--- src/rtl/uart_tx_arbiter_if.sv ---
// Requester-side byte handshake shared by the two UART requesters and the arbiter.
interface uart_tx_arbiter_if;
  logic [7:0] req0_data;
  logic       req0_valid;
  logic       req0_ready;
  logic [7:0] req1_data;
  logic       req1_valid;
  logic       req1_ready;

  modport master (
    output req0_data, req0_valid, req1_data, req1_valid,
    input  req0_ready, req1_ready
  );

  modport slave (
    input  req0_data, req0_valid, req1_data, req1_valid,
    output req0_ready, req1_ready
  );
endinterface

--- src/rtl/uart_tx_arbiter.sv ---
// Two-requester UART 8N1 transmitter with per-byte round-robin arbitration.
// Optional UART_ARB_LINE_LOCK_EN keeps the line with one requester until it sends 0x0A.
module uart_tx_arbiter #(
  parameter int CLKS_PER_BIT = 434,
  parameter int LOCK_TIMEOUT = 1024
) (
  input  logic             clock,
  input  logic             resetb,
  uart_tx_arbiter_if.slave req,
  output logic             tx,
  output logic             busy,
  output logic             owner
);
  typedef enum logic [1:0] {S_IDLE, S_START, S_DATA, S_STOP} state_t;

  localparam logic [15:0] LP_BAUD_LAST = 16'(CLKS_PER_BIT - 1);

  if (CLKS_PER_BIT < 2 || CLKS_PER_BIT > 65535 || LOCK_TIMEOUT < 1) begin : g_bad_cfg
    $error("uart_tx_arbiter: CLKS_PER_BIT or LOCK_TIMEOUT out of range");
  end

  state_t      r_state;
  logic [15:0] r_baud;
  logic [2:0]  r_bit;
  logic [7:0]  r_byte;
  logic        r_tx;
  logic        r_busy;
  logic        r_owner;

  logic        w_any;
  logic        w_sel;
  logic        w_accept;
  logic        w_baud_done;
  logic [2:0]  w_bit_nxt;
  logic [7:0]  w_byte_in;

`ifdef UART_ARB_LINE_LOCK_EN
  localparam int               LP_LCW       = $clog2(LOCK_TIMEOUT + 1);
  localparam logic [LP_LCW-1:0] LP_LOCK_LAST = LP_LCW'(LOCK_TIMEOUT - 1);

  logic              r_lock;
  logic [LP_LCW-1:0] r_lock_cnt;
  logic              w_owner_valid;

  assign w_owner_valid = r_owner ? req.req1_valid : req.req0_valid;
`endif

  always_comb begin
    w_any = req.req0_valid | req.req1_valid;
    w_sel = (req.req0_valid && req.req1_valid) ? ~r_owner : req.req1_valid;
`ifdef UART_ARB_LINE_LOCK_EN
    // A locked line only ever serves the current owner.
    if (r_lock) begin
      w_sel = r_owner;
      w_any = w_owner_valid;
    end
`endif
  end

  assign w_accept       = resetb && (r_state == S_IDLE) && w_any;
  assign req.req0_ready = w_accept && !w_sel;
  assign req.req1_ready = w_accept && w_sel;
  assign w_byte_in      = w_sel ? req.req1_data : req.req0_data;
  assign w_baud_done    = (r_baud == LP_BAUD_LAST);
  assign w_bit_nxt      = r_bit + 3'd1;

  always_ff @(posedge clock) begin
    if (!resetb) begin
      r_state <= S_IDLE;
      r_baud  <= '0;
      r_bit   <= '0;
      r_byte  <= '0;
      r_tx    <= 1'b1;
      r_busy  <= 1'b0;
      r_owner <= 1'b1;
    end else begin
      case (r_state)
        S_IDLE: begin
          if (w_accept) begin
            r_byte  <= w_byte_in;
            r_owner <= w_sel;
            r_state <= S_START;
            r_tx    <= 1'b0;
            r_busy  <= 1'b1;
            r_baud  <= '0;
            r_bit   <= '0;
          end
        end
        S_START: begin
          if (w_baud_done) begin
            r_state <= S_DATA;
            r_tx    <= r_byte[0];
            r_baud  <= '0;
          end else begin
            r_baud <= r_baud + 16'd1;
          end
        end
        S_DATA: begin
          if (w_baud_done) begin
            r_baud <= '0;
            if (r_bit == 3'd7) begin
              r_state <= S_STOP;
              r_tx    <= 1'b1;
              r_bit   <= '0;
            end else begin
              r_bit <= w_bit_nxt;
              r_tx  <= r_byte[w_bit_nxt];
            end
          end else begin
            r_baud <= r_baud + 16'd1;
          end
        end
        S_STOP: begin
          if (w_baud_done) begin
            r_state <= S_IDLE;
            r_busy  <= 1'b0;
            r_baud  <= '0;
          end else begin
            r_baud <= r_baud + 16'd1;
          end
        end
        default: r_state <= S_IDLE;
      endcase
    end
  end

`ifdef UART_ARB_LINE_LOCK_EN
  // While locked and idle without a grant, the owner's valid is necessarily low.
  always_ff @(posedge clock) begin
    if (!resetb) begin
      r_lock     <= 1'b0;
      r_lock_cnt <= '0;
    end else if (r_state == S_IDLE) begin
      if (w_accept) begin
        r_lock     <= (w_byte_in != 8'h0A);
        r_lock_cnt <= '0;
      end else if (r_lock) begin
        if (r_lock_cnt == LP_LOCK_LAST) begin
          r_lock     <= 1'b0;
          r_lock_cnt <= '0;
        end else begin
          r_lock_cnt <= r_lock_cnt + 1'b1;
        end
      end
    end
  end
`endif

  assign tx    = r_tx;
  assign busy  = r_busy;
  assign owner = r_owner;
endmodule

--- src/flat_wrapper.sv ---
// flat-port wrapper written by rule: the top's interface ports become plain ports
module uart_tx_arbiter_flat 
#(
  parameter int CLKS_PER_BIT = 434,
  parameter int LOCK_TIMEOUT = 1024
)
  (clock, resetb, tx, busy, owner, req_req0_data, req_req0_valid, req_req1_data, req_req1_valid, req_req0_ready, req_req1_ready);
  uart_tx_arbiter_if req_i ();
  input  logic clock;
  input  logic resetb;
  output logic tx;
  output logic busy;
  output logic owner;
  input wire logic [$bits(req_i.req0_data)-1:0] req_req0_data;
  input wire logic [$bits(req_i.req0_valid)-1:0] req_req0_valid;
  input wire logic [$bits(req_i.req1_data)-1:0] req_req1_data;
  input wire logic [$bits(req_i.req1_valid)-1:0] req_req1_valid;
  output wire logic [$bits(req_i.req0_ready)-1:0] req_req0_ready;
  output wire logic [$bits(req_i.req1_ready)-1:0] req_req1_ready;
  assign req_i.req0_data = req_req0_data;
  assign req_i.req0_valid = req_req0_valid;
  assign req_i.req1_data = req_req1_data;
  assign req_i.req1_valid = req_req1_valid;
  assign req_req0_ready = req_i.req0_ready;
  assign req_req1_ready = req_i.req1_ready;
  uart_tx_arbiter #(.CLKS_PER_BIT(CLKS_PER_BIT), .LOCK_TIMEOUT(LOCK_TIMEOUT)) u_core (.clock(clock), .resetb(resetb), .req(req_i), .tx(tx), .busy(busy), .owner(owner));
endmodule
--- config.mk ---
export PLATFORM = sky130hd
export DESIGN_NAME = uart_tx_arbiter_flat
export DESIGN_NICKNAME = d
export VERILOG_FILES = /design/src/rtl/uart_tx_arbiter_if.sv /design/src/rtl/uart_tx_arbiter.sv /design/src/flat_wrapper.sv
export SDC_FILE = /design/constraint.sdc
export NUM_CORES = 1
export LEC_CHECK = 0
export CORE_ASPECT_RATIO = 1.1
export CORE_MARGIN = 8
export CORE_UTILIZATION = 54
export CTS_BUF_LIST = sky130_fd_sc_hd__clkbuf_8 sky130_fd_sc_hd__clkbuf_16
export CTS_CLUSTER_DIAMETER = 80
export DETAILED_ROUTE_END_ITERATION = 12
export GPL_TIMING_DRIVEN = 0
export PLACE_DENSITY = 0.8
export SLEW_MARGIN = 20
export SYNTH_ARGS = -nofsm -noshare
export SYNTH_HDL_FRONTEND = slang
export SYNTH_SLANG_ARGS = --single-unit
export TNS_END_PERCENT = 30
--- constraint.sdc ---
create_clock -name clock -period 2.5 [get_ports clock]
set_input_delay 0.375 -clock clock [delete_from_list [all_inputs] [get_ports clock]]
set_output_delay 0.375 -clock clock [all_outputs]
set_load 0.05 [all_outputs]
==> results.sh, run 1 <==
export IMPL_status="finished, final reports clean"
export IMPL_reg2reg_depth=8
export IMPL_cp_start_kind="flop"
export IMPL_worst_path_largest_cell_delay_ns=0.34
export IMPL_finalHoldViolations=0
export IMPL_syn_num_nets=231
export IMPL_cts_buffers=5
export IMPL_overflow=0
export IMPL_synth_fa_ha_area_share_pct=6.26
export IMPL_grt_antenna_before_repair=0
export IMPL_cts_root_buf="clkbuf_8"
export IMPL_via_per_inst=5.79
export IMPL_leakagePower_nw=0.814
export IMPL_die_area_sq_mm=0.00543
export IMPL_grt_pass1_vias=1485
export IMPL_vias=1547
export IMPL_crit_slowest_cell="dfxtp_1"
export IMPL_cts_max_level=2
export IMPL_path_buf_inv=3
export IMPL_rows=22
export IMPL_synth_top_family_by_area="simple AND/OR/NAND/NOR gates"
export IMPL_grtUsageTotal_pct=15.5
export IMPL_setup_viol=0
export IMPL_synth_seq_area_share_pct=35.6
export IMPL_worst_pin_slew_ns=0.553
export IMPL_dp_hpwl_mm=2.87
export IMPL_fin_crit_ns=2.26
export IMPL_clk_latency_ns=0.28
export IMPL_gp_congestion=0.842
export IMPL_crit_chain="inv_1, ha_1, buf_4, o21a_4, and3_1, clkbuf_4"
export IMPL_synthXorXnorAreaFrac_pct=3.90
export IMPL_muxShareOfSynthArea_pct=8.00
export IMPL_core_area_sq_mm=0.00325
export IMPL_synthArstFlopShare_pct=0
export IMPL_setup_slack_ns=0.242
export IMPL_hold_slack_ns=0.348
export IMPL_hp_class="primary input to flop"
export IMPL_drc=0
export IMPL_ir_drop_mv=0.514
export IMPL_pin_count=25
export IMPL_wl_mm=3.87
export IMPL_path_clk_slew_ns=0.06
export IMPL_relSlewSlack_pct=63.1
export IMPL_maxSlewViolCount=0
export IMPL_netlist_area_sq_mm=0.00180
export IMPL_dr_pass1_iters=4
export IMPL_grt_pass1_wl_mm=6.90
export IMPL_synthFlopType="dfxtp_1"
export IMPL_cts_max_path_buffers=2
export IMPL_die_width_um=71.0
export IMPL_synth_edf_count=0
export IMPL_cts_tree="built"
export IMPL_cts_hold_buf=0
export IMPL_syn_instance_count=202
export IMPL_utilization_pct=67.7
export IMPL_cts_sinks=32
export IMPL_path_depth=6
export IMPL_period_share_pct=90.3
export IMPL_yosysUniqueCellTypes=46
export IMPL_fp_dieH_um=76.5
export IMPL_critPathTopFamily="buffers and inverters"
export IMPL_drive_above_1_share_pct=12.1
export IMPL_nNetsFinal=259
export IMPL_hold_depth=2
export IMPL_p_per_area_mw_per_mm2=962
export IMPL_fillers=272
export IMPL_portBuffers=23
export IMPL_worstPathArrival_ns=1.88
export IMPL_diodes=0
export IMPL_finClkSkew_ns=0.00376
export IMPL_cp_max_fo=19
export IMPL_initial_core_util_pct=55.4
export IMPL_max_freq_mhz=443
export IMPL_synth_simple_gate_area_share_pct=23.2
export IMPL_required_ns=2.12
export IMPL_synth_seq_cells=32
export IMPL_crit_type="flop to primary output"
export IMPL_rsz0062_at_grt="false"
export IMPL_yosys_warnings=0
export IMPL_postCtsSetupBuffers=0
export IMPL_routedWlPerCell_um=14.5
export IMPL_maxCapViolations=0
export IMPL_critPathCaptureType="primary output"
export IMPL_grt_max_degree=11
export IMPL_synth_compound_area_share_pct=18.7
export IMPL_pre_cts_slack_ns=-0.606
export IMPL_drtIter0Drc=81
export IMPL_ant_nets=0
export IMPL_syn2layout_area_growth_pct=22.3
export IMPL_avgSynthCellArea_sq_um=8.90
## through the flow
| stage | cells | setup TNS (ns) | power (mW) | area [sq um] |
|---|---|---|---|---|
| CTS | 268 | 0 | 2.14 | 2200 |
| floorplan | 202 | 0 | 1.36 | 1800 |
| detailed placement | 261 | -1.21 | 1.58 | 2080 |
| global route | 267 | 0 | 2.28 | 2200 |
| finish | 267 | 0 | 2.12 | 2200 |
| global placement | 261 | -1.22 | 1.57 | 2080 |
## final cells by class
type / count / area [sq um] / area share (%)
Buffer: 9 / 47.5 / 2.16
Clock buffer: 7 / 96.3 / 4.38
Clock inverter: 1 / 30.0 / 1.37
Inverter: 6 / 22.5 / 1.02
Multi-Input combinational cell: 153 / 1090 / 49.6
Sequential cell: 32 / 641 / 29.1
Tap cell: 36 / 45.0 / 2.05
Timing Repair Buffer: 23 / 225 / 10.2
## placed cells by master (no fill, tap or decap), types with 2 or more instances in the layout
master	count
buf_4	3
a311oi_1	6
nand2_1	12
nor3_1	5
mux2_2	3
clkbuf_8	7
buf_2	2
clkbuf_1	4
a31oi_1	3
inv_1	6
or2_2	2
dfxtp_1	32
a21oi_1	10
and2_1	4
xnor2_1	2
nand4_1	4
clkdlybuf4s50_1	21
o21ai_0	6
ha_1	9
nor4b_1	2
clkbuf_4	2
nand3b_1	2
mux2i_1	11
a211oi_1	8
and3_1	3
xor2_1	6
nor2_1	26
and4bb_1	2
nand3_1	5
a41oi_1	2
## flip-flops by register name, indices dropped and copies added (netlist names)
signal          flops
u_core.r_baud      16
u_core.r_byte       8
u_core.r_bit        3
u_core.r_state      2
u_core.busy         1
u_core.owner        1
u_core.tx           1
## per-layer routing
layer / vias up / GRT usage (%) / part of all wire, %
met3: 8 / 4.87 / 3.6
li1: 794 / - / -
met4: 0 / 6.67 / 2.0
met2: 18 / 25.8 / 51
met1: 727 / 17.7 / 43
met5: - / 0 / 0
## kinds of logic after synthesis
logic type	Yosys count
simple gates	76
compound gates	46
flops	32
buf+inv	17
mux	14
fa+ha+maj	9
xor+xnor	8
## synthesized netlist by cell type (4+ instances only)
library cell	count	share of area (%)
clkbuf_1	5	1.0
nand3_1	5	1.4
a21oi_1	10	2.8
inv_1	6	1.3
nand4_1	4	1.4
a311oi_1	6	2.9
ha_1	9	6.3
and2_1	4	1.4
dfxtp_1	32	36
a211oi_1	8	3.3
buf_2	4	1.1
nor3_1	5	1.4
o21ai_0	6	1.7
xor2_1	6	2.9
nor2_1	27	5.6
nand2_1	12	2.5
mux2i_1	11	6.1
## path summary, 6_finish.rpt
| kind | start | end | slack, ns |
|---|---|---|---|
| setup / recovery | u_core.r_state[0] | req_req1_ready | 0.24 |
| hold / removal | resetb | u_core.tx | 0.35 |
| setup reg to reg | u_core.r_state[0] | u_core.busy | 0.43 |
| hold reg to reg | u_core.r_bit[2] | u_core.r_bit[2] | 0.46 |
## timing repair
item | 4_1_cts | 5_1_grt
hold endpoints to repair | 0 | 0
resized for setup | 13 | 2
endpoints found under the setup margin | 2 | 2
## worst reg2reg max path, stage by stage (launching register included)
cell and delay (ns):
dfxtp_1 0.39, inv_1 0.10, ha_1 0.27, buf_4 0.21, nand2_1 0.20, clkbuf_1 0.44, nand3_1 0.14, a21oi_1 0.16
nor2_1 0.05
## where the power goes
part           internal (mW)  switching [mW]  total (mW)
Sequential             0.603          0.0637       0.667
Combinational          0.366           0.548       0.914
Clock                  0.351           0.183       0.534
Power figures use the tool's default switching activity.
==> run 2: changes to the inputs <==
Settings changed: TNS_END_PERCENT 30 to 10.
==> results of run 2 <==
Same layout as run 1: the final DEF is identical, and so are final timing and power.
